$ cat src/rtl/keypad_matrix_emulator.sv
`default_nettype none
// ============================================================================
//  Module      : keypad_matrix_emulator
//  Description : Emulates a 4x4 push-button matrix. Queued key presses are
//                played out as timed contacts with optional press/release
//                bounce and an inter-key gap; row lines answer the scanner's
//                active-low column strobes combinationally.
//  Revision    : 1.0 - initial release
// ============================================================================
module keypad_matrix_emulator #(
    parameter int HOLD_W        = 16,
    parameter int BOUNCE_CYCLES = 8,
    parameter int BOUNCE_PERIOD = 2,
    parameter int GAP_CYCLES    = 4
) (
    input  logic              clk,
    input  logic              reset,
    input  logic [3:0]        col,
    output logic [3:0]        row,
    input  logic              req_valid,
    output logic              req_ready,
    input  logic [3:0]        req_key,
    input  logic [HOLD_W-1:0] req_hold,
    input  logic              cancel,
    output logic              busy,
    output logic              contact,
    output logic              done
);

    // Degenerate parameter values are clamped to their legal minimum.
    localparam int c_GAP_EFF = (GAP_CYCLES < 1) ? 1 : GAP_CYCLES;
    localparam int c_BP_EFF  = (BOUNCE_PERIOD < 1) ? 1 : BOUNCE_PERIOD;
    localparam int c_LEN_MAX = (BOUNCE_CYCLES > c_GAP_EFF) ? BOUNCE_CYCLES : c_GAP_EFF;
    localparam int c_LEN_W   = $clog2(c_LEN_MAX + 1);
    localparam int c_CNT_W   = (HOLD_W > c_LEN_W) ? HOLD_W : c_LEN_W;

    localparam logic [c_CNT_W-1:0] c_ONE         = c_CNT_W'(1);
    localparam logic [c_CNT_W-1:0] c_BOUNCE_LAST = c_CNT_W'((BOUNCE_CYCLES > 0) ? BOUNCE_CYCLES - 1 : 0);
    localparam logic [c_CNT_W-1:0] c_GAP_LAST    = c_CNT_W'(c_GAP_EFF - 1);
    localparam logic [c_CNT_W-1:0] c_PERIOD      = c_CNT_W'(c_BP_EFF);

    localparam logic [2:0] c_S_IDLE   = 3'd0;
    localparam logic [2:0] c_S_PBOUNC = 3'd1;
    localparam logic [2:0] c_S_HOLD   = 3'd2;
    localparam logic [2:0] c_S_RBOUNC = 3'd3;
    localparam logic [2:0] c_S_GAP    = 3'd4;

    logic [2:0]         r_state;
    logic [c_CNT_W-1:0] r_cnt;
    logic [3:0]         r_key;
    logic [HOLD_W-1:0]  r_hold;
    logic               r_contact;
    logic               r_done;

    logic [2:0]         w_state_nxt;
    logic [c_CNT_W-1:0] w_cnt_nxt;
    logic [c_CNT_W-1:0] w_elapsed;
    logic [HOLD_W-1:0]  w_hold_eff;
    logic               w_accept;
    logic               w_last;
    logic               w_half_odd;
    logic               w_contact_nxt;
    logic               w_done_nxt;

    assign w_accept   = req_valid && (r_state == c_S_IDLE);
    assign w_last     = (r_cnt == '0);
    assign w_hold_eff = (req_hold == '0) ? HOLD_W'(1) : req_hold;

    // Next state and counter reload; the counter counts down to zero in every state.
    always_comb begin
        w_state_nxt = r_state;
        w_cnt_nxt   = r_cnt - c_ONE;
        case (r_state)
            c_S_IDLE: begin
                w_cnt_nxt = r_cnt;
                if (w_accept) begin
                    if (BOUNCE_CYCLES > 0) begin
                        w_state_nxt = c_S_PBOUNC;
                        w_cnt_nxt   = c_BOUNCE_LAST;
                    end else begin
                        w_state_nxt = c_S_HOLD;
                        w_cnt_nxt   = c_CNT_W'(w_hold_eff) - c_ONE;
                    end
                end
            end
            c_S_PBOUNC: begin
                if (cancel) begin
                    w_state_nxt = c_S_GAP;
                    w_cnt_nxt   = c_GAP_LAST;
                end else if (w_last) begin
                    w_state_nxt = c_S_HOLD;
                    w_cnt_nxt   = c_CNT_W'(r_hold) - c_ONE;
                end
            end
            c_S_HOLD: begin
                if (cancel) begin
                    w_state_nxt = c_S_GAP;
                    w_cnt_nxt   = c_GAP_LAST;
                end else if (w_last) begin
                    if (BOUNCE_CYCLES > 0) begin
                        w_state_nxt = c_S_RBOUNC;
                        w_cnt_nxt   = c_BOUNCE_LAST;
                    end else begin
                        w_state_nxt = c_S_GAP;
                        w_cnt_nxt   = c_GAP_LAST;
                    end
                end
            end
            c_S_RBOUNC: begin
                if (cancel || w_last) begin
                    w_state_nxt = c_S_GAP;
                    w_cnt_nxt   = c_GAP_LAST;
                end
            end
            c_S_GAP: begin
                if (w_last) begin
                    w_state_nxt = c_S_IDLE;
                    w_cnt_nxt   = '0;
                end
            end
            default: begin
                w_state_nxt = c_S_IDLE;
                w_cnt_nxt   = '0;
            end
        endcase
    end

    // Contact level for the coming cycle, derived from where the sequence will be.
    always_comb begin
        w_elapsed     = c_BOUNCE_LAST - w_cnt_nxt;
        w_half_odd    = ((w_elapsed / c_PERIOD) & c_ONE) != '0;
        w_contact_nxt = 1'b0;
        case (w_state_nxt)
            c_S_PBOUNC: w_contact_nxt = !w_half_odd;
            c_S_HOLD:   w_contact_nxt = 1'b1;
            c_S_RBOUNC: w_contact_nxt = w_half_odd;
            default:    w_contact_nxt = 1'b0;
        endcase
        w_done_nxt = (r_state == c_S_GAP) && w_last;
    end

    // Sequence registers; reset opens the contact immediately.
    always_ff @(posedge clk or posedge reset) begin
        if (reset) begin
            r_state   <= c_S_IDLE;
            r_cnt     <= '0;
            r_key     <= '0;
            r_hold    <= '0;
            r_contact <= 1'b0;
            r_done    <= 1'b0;
        end else begin
            r_state   <= w_state_nxt;
            r_cnt     <= w_cnt_nxt;
            r_contact <= w_contact_nxt;
            r_done    <= w_done_nxt;
            if (w_accept) begin
                r_key  <= req_key;
                r_hold <= w_hold_eff;
            end
        end
    end

    // Row answer: only the latched key's column strobe is examined.
    always_comb begin
        row = 4'hF;
        if (r_contact && !col[r_key[3:2]]) begin
            row[r_key[1:0]] = 1'b0;
        end
    end

    assign req_ready = (r_state == c_S_IDLE);
    assign busy      = (r_state != c_S_IDLE);
    assign contact   = r_contact;
    assign done      = r_done;

endmodule
`default_nettype wire

$ cat config.mk
export PLATFORM = sky130hd
export DESIGN_NAME = keypad_matrix_emulator
export DESIGN_NICKNAME = d
export VERILOG_FILES = /design/src/rtl/keypad_matrix_emulator.sv
export SDC_FILE = /design/constraint.sdc
export NUM_CORES = 1
export LEC_CHECK = 0
export BUFFER_PORTS_ARGS = -buffer_cell sky130_fd_sc_hd__buf_2
export CAP_MARGIN = 0
export CORE_MARGIN = 3
export CORE_UTILIZATION = 40
export CTS_CLUSTER_DIAMETER = 100
export DETAILED_ROUTE_END_ITERATION = 7
export PLACE_DENSITY = 0.71
export SLEW_MARGIN = 20
export SYNTH_ARGS = -nofsm -noshare
export SYNTH_HDL_FRONTEND = slang
export SYNTH_SLANG_ARGS = --single-unit
$ cat constraint.sdc
create_clock -name clk -period 2.15 [get_ports clk]
set_input_delay 0.1075 -clock clk [delete_from_list [all_inputs] [get_ports clk]]
set_output_delay 0.1075 -clock clk [all_outputs]
set_load 0.1 [all_outputs]
==> metrics.txt, run 1 <==
number of synthesized register bits=between 40 and 50; Cell Area, Synth=around 2500 um2; Post-synth EDFFs=0; reg2reg end=r_cnt[13]$_DFFE_PP0P_; die width=85.35 um; Mean Syn Cell Area=8.312 um2; min Tclk post-route=a little over 2000 ps; CTS tree=built; Comb power frac=0.576; R2R depth=7; area leader, netlist=dfrtp_1; Clock transition at path regs=around 80 ps; MaxCap Viol Count=0; Power per Cell Area=roughly 1500 nW/um2; max frequency=just under 500 MHz; vias per inst=roughly 5.7; initial antenna violation count=0; CP bufs+invs=2; final instance area=3216 um2; Rel. slew slack=0.6591; Pwr Total=between 4000 and 5000 uW; CP Class=register to register; Setup-failing EPs final=0; Slew Limit Fails=0; Lkg Pwr=0.001509 uW; sequential share of power=0.293; Int Pwr=2614 uW; most common cell in the netlist=nand2_1; global route overflow=0; hold path endpoint=r_key[3]$_DFFE_PP0P_; delay of the slowest critical-path stage=approximately 460 ps; Seq/Total Area, Yosys=0.4074; vias in the first global route=2,382; crit path cell chain=nor3_4, buf_4, nand4_1, buf_4, or4_1, a21oi_1, o21ai_0; Hold Crit Class=primary input to register; Hold Crit Start=req_key[3]; TritonRoute pass-1 iters=5; # rows=28; startpoint types=register; DP Area=a little under 3000 um2; clock buffer depth=2; Starting Density=0.4180; Peak supply drop=~0.00073 V; FF-to-FF setup slack=80 ps; I/O Pins=36; worst slew pin tran=around 510 ps; DR DRC count=0; CP most frequent cell=buf_4; Psw=2345 uW; Hold Path Depth=3; largest net degree at the start of global routing=between 40 and 50; Fin. Hold Viols=0; Synth warnings=0; worst skew pair latency=~290 ps; first-pass GRT wire length=11,180 um; clock skew=between 8 and 9 ps; Area contributors post-synth=dfrtp_1 41%, nand2_1 10%, o21ai_0 3.8%; Slowest-stage cell, CP=dfrtp_1; ys flop type=dfrtp_1; share of layout cells above drive strength 1=0.2642; CP max FO=5; die extent in y=~85 um; post-synth top area share=0.4074; fillers=roughly 570; drt total wl=6782 um; port buffer count=35; synth cell count leaders=69 x nand2_1, 41 x dfrtp_1, 20 x nor2_1, 19 x o21ai_0, 15 x a21oi_1; H-tree lvl count=2; antenna cell count=0; Synth-to-Final Area Change=27.67%; crit share post-route=0.9647; total number of vias=2,543; final net count=400; number of routed nets with antenna violations=0; Clk pwr share=0.130; RePlAce Congestion=~1; outcome=complete, no violations; Reg-to-Reg Start=r_cnt[5]$_DFFE_PP0P_; Switching Fraction=0.4728; Synth async-reset ratio=1.000; CP Data Required Time=about 2300 ps; Worst Setup End Kind=register; initial DRC count=230; post-DR wirelength/cell=between 15 and 20 um; number of clock sinks seen by CTS=approximately 40; die area=~7300 um2; Root Driver=clkbuf_8; critical path arrival=roughly 2300 ps; Gate Count Post-Synth=303; Total Routing Usage GR=0.1907; TritonCTS Buffers=5; Cell variety after synth=53; core region area=6026 um2; crit-path leading delay family=simple AND/OR/NAND/NOR gates; Post-DP HPWL=between 4000 and 5000 um; syn_nets=333
==> per-stage QoR <==
stage	utilization	hold WS, ps	setup TNS, ps	setup WS (ps)	cells
5_1_grt	0.5336	15.60	-113.9	-51.18	446
4_1_cts	0.5189	0.2681	0	26.00	443
2_1_floorplan	-	212.9	-2917	-620.3	303
6_report	0.5336	11.01	0	75.80	446
3_5_place_dp	0.4952	270.4	-94.27	-30.19	433
3_3_place_gp	0.4952	259.7	0	39.54	433
==> per-layer routing <==
metal / global-route usage / vias up / wire length [um]
met5: 0 / - / 0
li1: - / 1221 / -
met3: 0.04175 / 10 / 496
met2: 0.3030 / 106 / 3143
met1: 0.2612 / 1206 / 3042
met4: 0.05612 / 0 / 99
==> worst min-delay path, delay by kind of cell <==
| kind | cells | cell delay (ps) |
|---|---|---|
| AND/OR/NAND/NOR | 2 | 90 |
| buffers and inverters | 1 | 80 |
==> power by group through the flow <==
stage | Clock, uW | Sequential [uW] | Combinational, uW
4_1_cts | 664 | 1430 | 2670
5_1_grt | 688 | 1500 | 3150
2_1_floorplan | 0 | 1440 | 1780
3_3_place_gp | 0 | 1420 | 2620
6_report | 646 | 1450 | 2860
3_5_place_dp | 0 | 1440 | 2650
==> logic make-up after synthesis <==
logic type | after synthesis | share of synthesized area
and+or+nand+nor | 163 | 0.3328
AOI/OAI and AO/OA | 62 | 0.1600
DFF | 41 | 0.4074
buffers and inverters | 20 | 0.03080
xor gates and xnor gates | 11 | 0.03825
muxes | 4 | 0.02086
adders and majority gates | 2 | 0.009934
==> cells in the final DEF, fill, tap and decap left out, types with 7 or more instances in the layout <==
| cell type | n |
|---|---|
| buf_2 | 33 |
| a21oi_1 | 14 |
| nand3_1 | 9 |
| xor2_1 | 7 |
| nand2_1 | 69 |
| buf_4 | 35 |
| nor4_1 | 9 |
| inv_1 | 9 |
| nor2_1 | 20 |
| dfrtp_1 | 40 |
| o21ai_0 | 18 |
==> how the worst max path moves through the flow <==
stage,startpoint,end,slack (ps),cells after the start
floorplan,r_state[0]$_DFF_PP0_,r_cnt[15]$_DFFE_PP0P_,-620,6
global placement,r_cnt[0]$_DFFE_PP0P_,r_cnt[7]$_DFFE_PP0P_,40,8
detailed placement,r_cnt[0]$_DFFE_PP0P_,r_cnt[9]$_DFFE_PP0P_,-30,8
CTS,r_cnt[0]$_DFFE_PP0P_,contact$_DFF_PP0_,30,7
global route,r_cnt[0]$_DFFE_PP0P_,r_state[2]$_DFF_PP0_,-50,10
finish,r_cnt[5]$_DFFE_PP0P_,r_cnt[13]$_DFFE_PP0P_,80,7
==> cell type report <==
class,instances,area (um2),area share
Clock buffer,7,86.33,0.02685
Clock inverter,1,30.03,0.009339
Inverter,10,37.54,0.01167
Multi-Input combinational cell,242,1493,0.4642
Sequential cell,41,1027,0.3195
Tap cell,75,93.84,0.02918
Timing Repair Buffer,70,447.9,0.1393
==> registers in the layout, indices dropped and copies added (netlist names) <==
signal   count
r_state      3
r_cnt       16
done         1
r_hold      16
r_key        4
contact      1
==> repair_timing <==
item,CTS,global route
setup buffers,0,3
pin swaps,1,2
setup endpoints to repair,6,13
gates resized for setup,2,17
hold endpoints to repair,42,0
hold buffers,2,0
Note: power is estimated with default switching activity, not from simulation.
==> run 2, diff against run 1 <==
- BUFFER_PORTS_ARGS: -buffer_cell sky130_fd_sc_hd__buf_2 -> -buffer_cell sky130_fd_sc_hd__buf_4
- CORE_ASPECT_RATIO: default -> 0.6
==> run 2 against run 1 <==
Compared with the run above: power is 2.5% higher; clock power is 19% lower; via count shrank 2.0%; combinational power grew 8.4%; sequential power about the same; count of clock-buffer cells in the layout is 2 lower; critical path type unchanged.
==> metrics.txt, run 2 (same netlist as run 1, synthesis figures left out) <==
outcome=complete, no violations; critical path arrival=2240 ps (about the same); die area=7316 um2 (+0.43%); share of layout cells above drive strength 1=0.2720 (+0.007849); Setup-failing EPs final=0 (unchanged); crit share post-route=0.9588 (-0.005989); post-DR wirelength/cell=15.95 um (+4.9%); final net count=404 (+1.0%); CP Data Required Time=2330 ps (about the same); reg2reg end=r_state[2]$_DFF_PP0_; R2R depth=9 (+2); min Tclk post-route=2061 ps (-12.88 ps); Seq. cell area=1026 um2 (-0.12%); initial DRC count=221 (-3.9%); Starting Density=0.4318 (+0.01381); die width=108.4 um (+27%); vias in the first global route=2,357 (-1.0%); dpl cells=439 (+1.4%); Util after Layout=0.5725 (+0.03886); MaxCap Viol Count=0 (unchanged); Post-DP HPWL=5467 um (+13%); number of routed nets with antenna violations=0 (unchanged); worst slew pin tran=532.1 ps (+24.88 ps); max frequency=485.1 MHz (+0.62%); Fin. Hold Viols=0 (unchanged); RePlAce Congestion=0.8879 (-12%); fin cells=455 (+2.0%); vias per inst=5.477 (-3.9%); Peak supply drop=0.0006873 V (-5.2%); post-route setup slack=88.67 ps (+12.88 ps); DR DRC count=0 (unchanged); DP Area=3085 um2 (+3.4%); FF-to-FF setup slack=90 ps (about the same); hold path endpoint=r_key[2]$_DFFE_PP0P_; Reg-to-Reg Start=r_cnt[0]$_DFFE_PP0P_; clock skew=3.973 ps (-4.604 ps); Hold Crit Class=primary input to register; total number of vias=2,492 (-2.0%); Hold Path Depth=3 (unchanged); pre-CTS setup slack=9.156 ps (+39.35 ps); number of clock sinks seen by CTS=41 (unchanged); Rel. slew slack=0.6453 (-0.01377); TritonRoute pass-1 iters=5 (unchanged); first-pass GRT wire length=12,020 um (+7.5%); Total Routing Usage GR=0.2121 (+0.02137); CTS tree=built; core region area=5833 um2 (-3.2%); Hold Crit Start=req_key[2]; Slew Limit Fails=0 (unchanged); initial antenna violation count=0 (unchanged); global route overflow=0 (unchanged); RSZ-0062 raised after global routing=false; final instance area=3339 um2 (+3.9%); die extent in y=67.47 um (-21%); Root Driver=clkbuf_8; I/O Pins=36 (unchanged); antenna cell count=0 (unchanged); CP max FO=7 (+2); # rows=21 (-25%); Synth-to-Final Area Change=32.59%; largest registers=r_cnt x16, r_hold x16, r_key x4; fillers=506 (-12%); clock buffer depth=2 (unchanged); CP Class=register to register; largest net degree at the start of global routing=42 (unchanged); area of the multi-input gates=1528 um2 (+2.3%); Power per Cell Area=1523 nW/um2 (-1.3%); startpoint types=register; worst skew pair latency=290 ps (about the same); port buffer count=35 (unchanged); Worst Setup End Kind=register; most frequent cells in the layout=69 x nand2_1, 69 x buf_4, 41 x dfrtp_1; Lkg Pwr=0.001564 uW (+3.7%); Clock transition at path regs=80 ps (about the same); H-tree lvl count=2 (unchanged); drt total wl=7255 um (+7.0%); TritonCTS Buffers=5 (unchanged)
[run 2: area by class of cell]
class | count | area share
clock buffer | 5 | 0.02061
inverter | 10 | 0.01124
timing repair buffer | 73 | 0.1671
clock inverter | 3 | 0.006369
tap | 80 | 0.02997
sequential | 41 | 0.3072
multi-input combinational | 243 | 0.4575
[run 2: power by group]
part           internal, uW  switching [uW]
registers              1080             379
clock network           231             291
logic                  1270            1830
[run 2: metrics by stage]
step	hold WS (ps)	total power (uW)	setup TNS, ps
after floorplan	212.9	3217	-2917
after global placement	273.2	4213	0
after detailed placement	278.6	4260	0
after CTS	1.065	4836	0
after global routing	12.10	5470	0
final	7.344	5086	0
[run 2: how the worst max path moves through the flow]
stage	startpoint	endpoint	slack, ps	cells after the start
after floorplan	r_state[0]$_DFF_PP0_	r_cnt[15]$_DFFE_PP0P_	-620	6
after global placement	r_cnt[12]$_DFFE_PP0P_	r_cnt[6]$_DFFE_PP0P_	50	6
after detailed placement	r_cnt[15]$_DFFE_PP0P_	contact$_DFF_PP0_	9	5
after CTS	r_cnt[0]$_DFFE_PP0P_	contact$_DFF_PP0_	10	7
after global routing	r_cnt[0]$_DFFE_PP0P_	r_cnt[0]$_DFFE_PP0P_	6	9
final	r_cnt[0]$_DFFE_PP0P_	r_state[2]$_DFF_PP0_	90	9
[run 2: per-layer routing]
layer | GRT usage | wire, um | vias to the layer above
li1 | - | - | 1232
met1 | 0.3294 | 3730 | 1146
met5 | 0 | 0 | -
met2 | 0.2985 | 2868 | 110
met3 | 0.05826 | 638 | 4
met4 | 0.02362 | 18 | 0
[run 2: timing repair]
item                                   4_1_cts  5_1_grt
setup buffers                                0        3
endpoints found under the hold margin       43        1
cloned                                       0        1
setup endpoints to repair                    1       15
hold buffers                                 3        1
resized for setup                            2       15
pin swaps                                    0        2
[run 2: critical path, cell delays in order (launching register included)]
cell and delay [ps]:
dfrtp_1 390, inv_1 100, ha_1 170, nor4b_4 180
buf_4 180, and4_2 300, buf_4 160, and3_1 160
a21oi_1 50, o21ai_0 250
==> run 3, diff against run 2 <==
- CORE_UTILIZATION: 40 -> 52
- PLACE_DENSITY: 0.71 -> 0.86
- clock period: 2.15 -> 1.85 ns (I/O delays scaled with it)
==> run 3 against run 2 <==
Compared with the run above: power rose by 53%; non-clock buffer count rose by 40; combinational power rose by 73%; die area fell by 22%; the run now ends with design-rule violations, negative setup slack left.
==> metrics.txt, run 3 (same netlist as run 1, synthesis figures left out) <==
outcome=complete, but fails checks; violated checks=design-rule violations, negative setup slack; Slowest-stage cell, CP=or3_4; I/O Pins=36 (unchanged); share of layout cells above drive strength 1=0.4120 (+0.1400); global route overflow=0 (unchanged); Clk pwr share=0.088 (-0.015); RePlAce Congestion=0.9786 (+10%); Psw=3987 uW (+60%); post-DR wirelength/cell=24.89 um (+56%); clock skew=17.53 ps (+13.55 ps); initial DRC count=712 (+220%); M2 GR Usage=0.6097 (+0.3112); crit path cell chain=inv_2, ha_4, nor4b_4, buf_4, nand3_4, or3_4, mux2i_1, a22o_1; global routing's busiest layer=met2; Pwr Total=7790 uW (+53%); vias in the first global route=3,032 (+29%); # rows=18 (-14%); TritonRoute pass-1 iters=8 (+3); worst slew pin tran=548.5 ps (+16.48 ps); TritonCTS Buffers=5 (unchanged); largest registers=r_cnt x16, r_hold x16, r_key x4; Switching Fraction=0.5118 (+0.02036); initial antenna violation count=0 (unchanged); Setup-failing EPs final=23 (+23); Slew Limit Fails=0 (unchanged); max frequency=468.2 MHz (-3.5%); antenna cell count=0 (unchanged); number of routed nets with antenna violations=0 (unchanged); CP Data Required Time=2100 ps (-230 ps); crit share post-route=1.154 (+0.1957); GR Util met3=0.1031 (+0.04488); CP max FO=4 (-3); H-tree lvl count=2 (unchanged); most frequent cells in the layout=92 x buf_4, 67 x nand2_1, 39 x dfrtp_1; die extent in y=59.91 um (-11%); delay of the slowest critical-path stage=410 ps (+20 ps); startpoint types=register; largest net degree at the start of global routing=42 (unchanged); CTS tree=built; first-pass GRT wire length=16,020 um (+33%); Total Routing Usage GR=0.3779 (+0.1659); Lkg Pwr=0.001833 uW (+17%); core region area=4369 um2 (-25%); drt total wl=11,830 um (+63%); number of clock sinks seen by CTS=41 (unchanged); critical path arrival=2390 ps (+150 ps); clock buffer depth=2 (unchanged); Clock transition at path regs=100 ps (+20 ps); DR DRC count=19 (+19); min Tclk post-route=2136 ps (+74.44 ps); sequential share of power=0.225 (-0.063); die width=95.85 um (-12%); Post-DP HPWL=5835 um (+6.7%); Root Driver=clkbuf_8; M1 GR Usage=0.5012 (+0.1718); die area=5742 um2 (-22%); total number of vias=3,422 (+37%); MaxCap Viol Count=0 (unchanged); Synth-to-Final Area Change=57.38%; Worst Setup End Kind=register; Rel. slew slack=0.6343 (-0.01099); post-route setup slack=-285.8 ps (-374.4 ps); commonest non-fill, non-tap cell in the layout=buf_4; Power per Cell Area=1965 nW/um2 (+29%); vias per inst=7.204 (+32%); Starting Density=0.5765 (+0.1447); Int Pwr=3803 uW (+47%); worst skew pair latency=310 ps (+20 ps); Fin. Hold Viols=0 (unchanged); Peak supply drop=0.001291 V (+88%); port buffer count=35 (unchanged); Hold Crit Class=primary input to register; final net count=444 (+9.9%); RSZ-0062 raised after global routing=true; CP Class=register to register; Comb power frac=0.687 (+0.077); setup TNS=-2772 ps (-2772 ps)
-- run 3: changes by cell type in the layout (fill, tap and decap cells not counted), moves of 7 or more --
cell / change
buf_4: +23
o21ai_0: -12
o21ai_1: +9
a21oi_1: -8
a21oi_2: +7
buf_6: +7
dlygate4sd3_1: +7
-- run 3: worst paths after layout --
| path | start | endpoint | slack [ps] | cells after the start |
|---|---|---|---|---|
| min in group asynchronous | reset | r_cnt[6]$_DFFE_PP0P_ | 480 | 4 |
| min | req_hold[8] | r_hold[8]$_DFFE_PP0P_ | 10 | 3 |
| max reg2reg | r_cnt[0]$_DFFE_PP0P_ | r_cnt[9]$_DFFE_PP0P_ | -290 | 8 |
| min reg2reg | r_hold[15]$_DFFE_PP0P_ | r_hold[15]$_DFFE_PP0P_ | 570 | 2 |
| max | r_cnt[0]$_DFFE_PP0P_ | r_cnt[9]$_DFFE_PP0P_ | -290 | 8 |
| max in group asynchronous | reset | contact$_DFF_PP0_ | 970 | 4 |
-- run 3: critical path, delay by kind of cell (launching register included) --
family          cells  cell delay [ps]
simple gates        3              750
flops               1              400
buf+inv             2              280
mux                 1              280
compound gates      1              230
fa+ha+maj           1              130
-- run 3: cell type report --
cell class	count	area, um2
multi-input cells	243	1787
flip-flops and latches	41	1028
repair buffers	113	939.7
fillers	158	405.4
clock buffers	7	86.33
well taps	60	75.07
inverters	10	40.04
clock inverters	1	7.507
-- run 3: power groups by stage --
stage / registers [uW] / clock network, uW / logic (uW)
after floorplan: 1680 / 0 / 2220
after global placement: 1610 / 0 / 3550
after detailed placement: 1630 / 0 / 3670
after CTS: 1640 / 635 / 4180
after global routing: 1770 / 711 / 5520
final: 1750 / 684 / 5350
-- run 3: per-layer routing --
metal	vias to the layer above	share of wire
met4	0	0.076
met1	1552	0.35
met5	-	0
met2	418	0.42
met3	138	0.16
li1	1314	-
-- run 3: through the flow --
stage / instances / cell area, um2 / hold slack [ps] / utilization / setup slack (ps)
2_1_floorplan: 303 / 2610 / 197.9 / - / -912.9
3_3_place_gp: 437 / 3244 / 254.2 / 0.7426 / -45.34
3_5_place_dp: 437 / 3244 / 268.2 / 0.7426 / -133.6
4_1_cts: 466 / 3647 / 2.191 / 0.8348 / -64.81
5_1_grt: 475 / 3964 / 18.09 / 0.9072 / -283.2
6_report: 475 / 3964 / 11.36 / 0.9072 / -285.8
-- run 3: repair_timing --
item	CTS	global route
endpoints found under the hold margin	51	0
cloned	1	0
setup endpoints to repair	19	23
pin swaps	5	16
setup buffers	9	9
hold buffers	11	0
gates resized for setup	26	57
